**src/rtl/leddc_frame_tx.sv**
```systemverilog
// LEDDC frame-data serializer: fetches WORDS_PER_FRAME words from frame memory and
// shifts each out on DAI/DEN for 16 DCK cycles. Define LEDDC_TX_MSB_FIRST_EN for MSB-first order.
module leddc_frame_tx #(
    parameter int WORDS_PER_FRAME = 512,
    parameter int GAP_CYCLES      = 2,
    parameter int ADDR_W          = 11
) (
    input  logic              DCK,
    input  logic              rst,
    input  logic              start,
    input  logic [ADDR_W-1:0] base_addr,
    output logic              rd_en,
    output logic [ADDR_W-1:0] rd_addr,
    input  logic [15:0]       rd_data,
    output logic              DAI,
    output logic              DEN,
    output logic              busy,
    output logic              done
);
    localparam int CW   = $clog2(WORDS_PER_FRAME + 1);
    localparam int TMAX = (GAP_CYCLES > 16) ? GAP_CYCLES : 16;
    localparam int TW   = $clog2(TMAX + 1);

    localparam logic [CW-1:0] LASTW = CW'(WORDS_PER_FRAME - 1);
    localparam logic [TW-1:0] C1    = TW'(1);
    localparam logic [TW-1:0] C2    = TW'(2);
    localparam logic [TW-1:0] C16   = TW'(16);
    localparam logic [TW-1:0] CGAP  = TW'(GAP_CYCLES);

    typedef enum logic [1:0] {IDLE, FETCH, SHIFT, GAP} state_t;

    state_t            r_state;
    logic [TW-1:0]     r_cnt;
    logic [CW-1:0]     r_word;
    logic [ADDR_W-1:0] r_base;
    logic [15:0]       r_sh;
    logic [15:0]       r_hold;
    logic              r_rd_d1;

    logic [15:0]       w_word;
    logic              w_first_bit;
    logic [15:0]       w_first_sh;
    logic              w_sh_bit;
    logic [15:0]       w_sh_next;
    logic [CW:0]       w_word_inc;
    logic [ADDR_W-1:0] w_next_addr;

    // Read data lands two edges after rd_en is registered; use it directly on that
    // edge, otherwise the copy parked in r_hold (gaps longer than 2 cycles).
    assign w_word = r_rd_d1 ? rd_data : r_hold;

`ifdef LEDDC_TX_MSB_FIRST_EN
    assign w_first_bit = w_word[15];
    assign w_first_sh  = {w_word[14:0], 1'b0};
    assign w_sh_bit    = r_sh[15];
    assign w_sh_next   = {r_sh[14:0], 1'b0};
`else
    assign w_first_bit = w_word[0];
    assign w_first_sh  = {1'b0, w_word[15:1]};
    assign w_sh_bit    = r_sh[0];
    assign w_sh_next   = {1'b0, r_sh[15:1]};
`endif

    assign w_word_inc  = {1'b0, r_word} + {{CW{1'b0}}, 1'b1};
    assign w_next_addr = r_base + ADDR_W'(w_word_inc);

    always_ff @(posedge DCK) begin
        if (rst) begin
            r_state <= IDLE;
            r_cnt   <= '0;
            r_word  <= '0;
            r_base  <= '0;
            r_sh    <= '0;
            r_hold  <= '0;
            r_rd_d1 <= 1'b0;
            rd_en   <= 1'b0;
            rd_addr <= '0;
            DAI     <= 1'b0;
            DEN     <= 1'b0;
            busy    <= 1'b0;
            done    <= 1'b0;
        end else begin
            rd_en   <= 1'b0;
            done    <= 1'b0;
            r_rd_d1 <= rd_en;
            if (r_rd_d1)
                r_hold <= rd_data;

            case (r_state)
                IDLE: begin
                    if (start) begin
                        r_state <= FETCH;
                        busy    <= 1'b1;
                        r_base  <= base_addr;
                        r_word  <= '0;
                        r_cnt   <= '0;
                    end
                end
                FETCH: begin
                    if (r_cnt == '0) begin
                        rd_en   <= 1'b1;
                        rd_addr <= r_base;
                    end
                    if (r_cnt == C2) begin
                        DEN     <= 1'b1;
                        DAI     <= w_first_bit;
                        r_sh    <= w_first_sh;
                        r_state <= SHIFT;
                        r_cnt   <= C1;
                    end else begin
                        r_cnt <= r_cnt + C1;
                    end
                end
                SHIFT: begin
                    if (r_cnt == C16) begin
                        DEN     <= 1'b0;
                        DAI     <= 1'b0;
                        r_state <= GAP;
                        r_cnt   <= C1;
                        // Prefetch the next word on the DEN-fall edge so it is ready by the gap end
                        if (r_word != LASTW) begin
                            rd_en   <= 1'b1;
                            rd_addr <= w_next_addr;
                        end
                    end else begin
                        DAI   <= w_sh_bit;
                        r_sh  <= w_sh_next;
                        r_cnt <= r_cnt + C1;
                    end
                end
                GAP: begin
                    if (r_cnt == CGAP) begin
                        if (r_word == LASTW) begin
                            done    <= 1'b1;
                            busy    <= 1'b0;
                            r_word  <= '0;
                            r_cnt   <= '0;
                            r_state <= IDLE;
                        end else begin
                            r_word  <= r_word + CW'(1);
                            DEN     <= 1'b1;
                            DAI     <= w_first_bit;
                            r_sh    <= w_first_sh;
                            r_state <= SHIFT;
                            r_cnt   <= C1;
                        end
                    end else begin
                        r_cnt <= r_cnt + C1;
                    end
                end
                default: r_state <= IDLE;
            endcase
        end
    end
endmodule

```
**config.mk**
```make
export PLATFORM = sky130hd
export DESIGN_NAME = leddc_frame_tx
export DESIGN_NICKNAME = d
export VERILOG_FILES = /design/src/rtl/leddc_frame_tx.sv
export SDC_FILE = /design/constraint.sdc
export NUM_CORES = 1
export LEC_CHECK = 0
export ABC_AREA = 1
export CAP_MARGIN = 5
export CORE_MARGIN = 2
export CORE_UTILIZATION = 60
export DETAILED_ROUTE_END_ITERATION = 8
export PLACE_DENSITY = 0.95
export RECOVER_POWER = 100
export SYNTH_ARGS = -nofsm -noshare
export SYNTH_HDL_FRONTEND = slang
export SYNTH_SLANG_ARGS = --single-unit
```
**constraint.sdc**
```tcl
create_clock -name DCK -period 5.4 [get_ports DCK]
set_input_delay 0.54 -clock DCK [delete_from_list [all_inputs] [get_ports DCK]]
set_output_delay 0.54 -clock DCK [all_outputs]
set_load 0.05 [all_outputs]
```
### Word level (Yosys, flattened, before mapping)

Cells that the tools add are included.

| cells by class | value |
|---|---|
| add/sub/neg operators | 4 |
| eq/ne operators | 16 |
| muxes and demuxes | 45 |
| bitwise logic cells | 2 |
| reductions and logical operators | 14 |

Operator list:

| kind | number |
|---|---|
| 2-to-1 mux 16 bit | 5 |
| case mux 16 bit (3 select lines) | 1 |
| 2-to-1 mux 11 bit | 3 |
| 2-to-1 mux 10 bit | 3 |
| case mux 11 bit (2 select lines) | 1 |
| 2-to-1 mux 5 bit | 4 |
| case mux 10 bit (2 select lines) | 1 |
| case mux 5 bit (4 select lines) | 1 |
| != test 2 bit (second input constant) | 9 |
| 2-to-1 mux 1 bit | 16 |
| AND reduction 4 bit | 4 |
| adder 10 x 1 -> 11 bit (second input constant) | 1 |
| adder 11 bit | 1 |
| adder 10 x 1 -> 10 bit (second input constant) | 1 |
| == test 10 x 9 -> 1 bit (second input constant) | 1 |
| 2-to-1 mux 2 bit | 5 |
| != test 10 x 9 -> 1 bit (second input constant) | 1 |
| AND reduction 5 bit | 2 |
| case mux 2 bit (4 select lines) | 1 |
| case mux 1 bit (3 select lines) | 2 |
| adder 5 x 1 -> 5 bit (second input constant) | 1 |
| == test 5 x 2 -> 1 bit (second input constant) | 1 |
| == test 5 bit (second input constant) | 1 |
| zero test 5 bit | 1 |
| 10 further kinds | 14 |

| word-level totals | value |
|---|---|
| register bits | 77 |
| input bits | 30 |
| output and inout port bits | 16 |
| word-level logic and storage cells | 94 |

### Longest topological paths before layout

| depth | value |
|---|---|
| word-level depth | 5 |
| depth in mapped cells | 13 |
| gate-level depth less buffers | 13 |

### Least setup slack after synthesis

No wires, ideal clock.

| timing path | value |
|---|---|
| kind | reg2reg |
| start | register r_word[0] |
| end | register rd_addr[6] |
| library setup time | 0.109 ns |
| data arrival time | 1.598 ns |
| data required time | 5.291 ns |
| path slack | 3.693 ns |
| cell stages (with the launch flop) | 14 |
| path buffers | 0 |
| period minus slack after synthesis | 1.707 ns |
| path through | dfxtp_1 -> inv_1 -> ha_1 -> fa_1 -> inv_1 -> nand3_1 -> nand3_1 -> nand2_1 -> nand2_1 -> nand2_1 -> nand3_1 -> nand3_1 -> nand2_1 -> inv_1 |

| on the way | value |
|---|---|
| longest elaborated chain between the ends | 5 |
| elaborated cells between the ends (all ways) | 8 |
| those cells by class | add/sub (2); eq/ne (2); mux (3); reduce/logical (1) |

RTL lines:

| element | line | source |
|---|---|---|
| start, declared | 34 | `logic [CW-1:0] r_word;` |
| start signal, assigned | 140 | `r_word <= r_word + CW'(1);` |
| adder 10 x 1 -> 11 bit | 64 | `assign w_word_inc = {1'b0, r_word} + {{CW{1'b0}}, 1'b1};` |
| adder 11 bit | 65 | `assign w_next_addr = r_base + ADDR_W'(w_word_inc);` |
| 2-to-1 mux 11 bit | 121 | `if (r_word != LASTW) begin` |
| 2-to-1 mux 11 bit | 115 | `if (r_cnt == C16) begin` |
| case mux 11 bit (2 select lines) | 89 | `case (r_state)` |
| end signal, assigned | 102 | `rd_addr <= r_base;` |
| end signal, assigned | 123 | `rd_addr <= w_next_addr;` |
| end, declared | 13 | `output logic [ADDR_W-1:0] rd_addr,` |

Several ways; a longest one is shown, not always the timed one. The select of a mux whose other input is x is not followed.
A chain may end at the register's enable or synchronous reset.

### Final worst setup path

| timing path | value |
|---|---|
| start | register r_state[0] |
| end | register r_sh[0] |

| on the way | value |
|---|---|
| longest elaborated chain between the ends | 3 |
| elaborated cells between the ends (all ways) | 10 |
| those cells by class | eq/ne (7); mux (1); reduce/logical (2) |

RTL lines:

| element | line | source |
|---|---|---|
| start, declared | 32 | `state_t r_state;` |
| start signal, assigned | 69 | `r_state <= IDLE;` |
| start signal, assigned | 92 | `r_state <= FETCH;` |
| start signal, assigned | 108 | `r_state <= SHIFT;` |
| == test 2 bit / == test 2 x 1 -> 1 bit (equally long branches) | 89 |  |
| != test 2 bit (no line) / nonzero test 3 bit (equally long branches) | -- |  |
| AND reduction 5 bit (no line) | -- |  |
| end signal, assigned | 107 | `r_sh <= w_first_sh;` |
| end signal, assigned | 127 | `r_sh <= w_sh_next;` |
| end signal, assigned | 143 | `r_sh <= w_first_sh;` |
| end, declared | 36 | `logic [15:0] r_sh;` |

Several ways; a longest one is shown, not always the timed one.

==> out/qor.txt <==
PLACE
------------------------------------------------------------------------------------------------------
Estimated wirelength of the detail-placed design ........................................      6.71 mm
Total instance count after detailed placement ...........................................          699
Worst setup slack after placement .......................................................      2700 ps
Final weighted congestion in routability-driven placement ...............................        0.885
PortBufs ................................................................................           45

WORST SETUP PATH
------------------------------------------------------------------------------------------------------
Peak fanout along the critical path .....................................................           53
Kind of capture point of the worst setup path ...........................................         flop
CP Buf/Inv Count ........................................................................            3
Crit path DAT ...........................................................................      3830 ps
Master of the slowest instance on the critical path .....................................     clkbuf_1
Launch point of the critical path .......................................................   r_state[0]
CP most frequent cell ...................................................................       nor2_1
Reg-to-Reg Start ........................................................................   r_state[0]
Cells traversed along the worst timing path ............................................. inv_1 > ha_1 > clkbuf_1 > o21a_1 > nor2_4 > nand2_4 > clkinvlp_2 > nor2_1 > nor2_1
Nature of the critical path startpoint ..................................................         flop
Category of the critical setup timing path ..............................................      reg2reg
Cell family with the largest share of critical-path delay ............................... buffers and inverters
Required arrival time at the worst endpoint .............................................      5650 ps
Largest incremental delay on the critical path ..........................................      1470 ps

YOSYS
------------------------------------------------------------------------------------------------------
Register bit total from synthesis .......................................................           76
Cell area after synthesis ...............................................................     4000 um2
Sequential share of the synthesized area ................................................        0.381
Post-Synthesis Net Count ................................................................          645
Mean Syn Cell Area ......................................................................     6.72 um2
Post-synth cell types ...................................................................           38
Warnings from Yosys .....................................................................            0
Post-synthesis cell count ...............................................................          595

DETAILED ROUTING
------------------------------------------------------------------------------------------------------
TritonRoute pass-1 iters ................................................................            6
Routed Antenna Nets .....................................................................            0
Detail-routed via count per cell ........................................................         5.47
Number of design rule violations left after detail routing ..............................            0
Total length of routed wires ............................................................      9.60 mm
Routed WL per cell ......................................................................      13.4 um
DRT iter0 DRCs ..........................................................................          357
Count of vias placed by the detailed router .............................................         3914

CLOCK NETWORK
------------------------------------------------------------------------------------------------------
Number of hold-repair buffers added at the cts stage ....................................            0
Clock tree root driver cell .............................................................     clkbuf_8
Clock sink count ........................................................................           76
Number of H-tree levels .................................................................            3
TritonCTS clock tree ....................................................................        built
Num CTS Buffers .........................................................................            9
Post-CTS setup buffers ..................................................................            0
Clock buffer depth ......................................................................            2
Insertion delay of the later-clocked pin in the worst-skew pair .........................       360 ps
Post-CTS Resized ........................................................................            0
Clock transition at the register clock pins on the worst setup and hold paths after CTS .        80 ps

FLOORPLANNING
------------------------------------------------------------------------------------------------------
Area inside the core boundary ...........................................................     6390 um2
Die Footprint ...........................................................................     7330 um2
Die W ...................................................................................      85.6 um
I/O pin cnt .............................................................................           46
Effective utilization at floorplan ......................................................        0.626
Overall die height ......................................................................      85.6 um
Number of placement rows ................................................................           29

WORST HOLD PATH
------------------------------------------------------------------------------------------------------
Hold crit path type .....................................................................      reg2reg
Worst hold start ........................................................................          DEN

FINISH
------------------------------------------------------------------------------------------------------
Final core occ ..........................................................................        0.724
Leading cell types in the layout, fill and taps excluded ................................ nand2_1, nor2_1, dfxtp_1
Diodes inserted .........................................................................            0
Syn-to-layout area delta ................................................................        15.6%
Finished Layout Cells ...................................................................          715
Layout cells sized above 1 ..............................................................       0.0564
Net count, final ........................................................................          683
Most common cell after layout, fill and taps aside ......................................      nand2_1

GRT
------------------------------------------------------------------------------------------------------
Remaining global-route overflow .........................................................            0
Wire length of the first global-routing pass ............................................      15.9 mm
Pin count of the biggest net entering global routing ....................................           54
Via count of the first global-routing pass ..............................................         3665
Initial antenna violation count .........................................................            0
GRT Overall Usage .......................................................................        0.268

POWER
------------------------------------------------------------------------------------------------------
Maximum ir drop on the vdd rail .........................................................   0.000327 V
Lkg Pwr .................................................................................      1.98 nW
Power density over the cells ............................................................   444 nW/um2

STA
------------------------------------------------------------------------------------------------------
Maximum clock frequency .................................................................    0.280 GHz
Worst max-slew margin expressed relative to the limit ...................................       -0.355
RSZ-0062 raised after global routing ....................................................        false
Post-route minimum period ...............................................................      3580 ps
Fin. Hold Viols .........................................................................            0
Total count of max-transition violations in the final report ............................           54
Transition time of the tightest slew-check pin ..........................................      2030 ps
Setup TNS ...............................................................................         0 ps
Final critical-path setup slack .........................................................      1820 ps
Crit share post-route ...................................................................        0.663
Number of endpoints failing setup at the final stage ....................................            0
Final clock skew ........................................................................      11.9 ps

STATUS
------------------------------------------------------------------------------------------------------
Outcome ................................................................................. finished with violations
Violations in the final reports ......................................................... max-capacitance violations, max-slew violations

JOB
------------------------------------------------------------------------------------------------------
MaxCap Viol Count .......................................................................            1

==> worst min-delay path, cell delays in order, from the launching register on <==
cell and delay, ps:
dfxtp_1 320, inv_1 40, a21oi_1 50
==> registers in the layout, indices dropped and copies added, names as in the netlist, 2 cells and up <==
| signal | count |
|---|---|
| r_base | 11 |
| r_cnt | 5 |
| r_hold | 16 |
| r_sh | 15 |
| r_state | 2 |
| r_word | 10 |
| rd_addr | 11 |
==> layout make-up <==
cell class              count  area [um2]
repair buffers             47         458
clock inverters             7        57.6
fillers                   499        1760
well taps                  77        96.3
flip-flops and latches     76        1520
inverters                  57         215
multi-input cells         442        2150
clock buffers               9         124
==> cell usage after synthesis <==
library cell | instances | area [um2]
nand3_1 | 26 | 130
dfxtp_1 | 76 | 1520
nand2_2 | 3 | 18.8
nor4_1 | 1 | 6.26
o21a_1 | 2 | 15.0
a21oi_1 | 29 | 145
mux2i_1 | 1 | 10.0
nand3b_1 | 3 | 22.5
nor2_4 | 2 | 22.5
nand2_1 | 160 | 601
o21ai_2 | 1 | 8.76
inv_1 | 54 | 203
buf_1 | 2 | 7.51
clkbuf_1 | 10 | 37.5
buf_6 | 3 | 33.8
fa_1 | 1 | 20.0
nor2_1 | 109 | 409
o21ai_1 | 4 | 20.0
a31oi_1 | 3 | 18.8
nor3b_1 | 1 | 7.51
nor3_1 | 4 | 20.0
buf_2 | 5 | 25.0
inv_4 | 1 | 6.26
o22ai_1 | 1 | 6.26
nand3_2 | 3 | 30.0
ha_1 | 19 | 238
a211oi_1 | 1 | 7.51
or2_2 | 1 | 6.26
nor3b_2 | 1 | 12.5
xor2_1 | 3 | 26.3
a31o_2 | 1 | 8.76
o21ai_0 | 51 | 255
nand2_4 | 1 | 11.3
a21boi_4 | 1 | 18.8
nor2_2 | 4 | 25.0
nand4_1 | 2 | 12.5
inv_2 | 2 | 7.51
o21bai_1 | 3 | 22.5
==> routing by layer <==
layer / vias up / global-route usage / wire length, um
met5: - / 0 / 0
met4: 0 / 0.0967 / 185
met3: 19 / 0.0587 / 635
met2: 162 / 0.447 / 4500
met1: 1766 / 0.343 / 4280
li1: 1967 / - / -
==> worst paths after layout <==
check                  to  slack [ps]  cells past startpoint
setup / recovery  r_sh[0]        1820                      9
hold / removal        DEN         450                      2
setup reg to reg  r_sh[0]        1820                      9
hold reg to reg       DEN         450                      2
==> per-stage QoR <==
stage / area (um2) / hold WS [ps] / power (mW)
floorplan: 4000 / 443 / 1.44
global placement: 4460 / 437 / 1.62
detailed placement: 4460 / 435 / 1.66
CTS: 4640 / 454 / 2.07
global route: 4620 / 472 / 2.18
finish: 4620 / 449 / 2.05
==> kinds of logic after synthesis <==
| kind of cell | share of synthesized area |
|---|---|
| AO/OA/AOI/OAI | 0.132 |
| flip-flops | 0.381 |
| AND/OR/NAND/NOR | 0.334 |
| adder cells (fa/ha/maj) | 0.0645 |
| multiplexers | 0.00250 |
| XOR/XNOR | 0.00657 |
| buffers and inverters | 0.0801 |
==> report_power, final <==
part	total, mW	internal, mW	switching (mW)
clock	0.412	0.174	0.238
combinational	0.896	0.282	0.613
sequential	0.746	0.674	0.0723
total	2.05	1.13	0.924
Note: power is estimated with default switching activity, not from simulation.
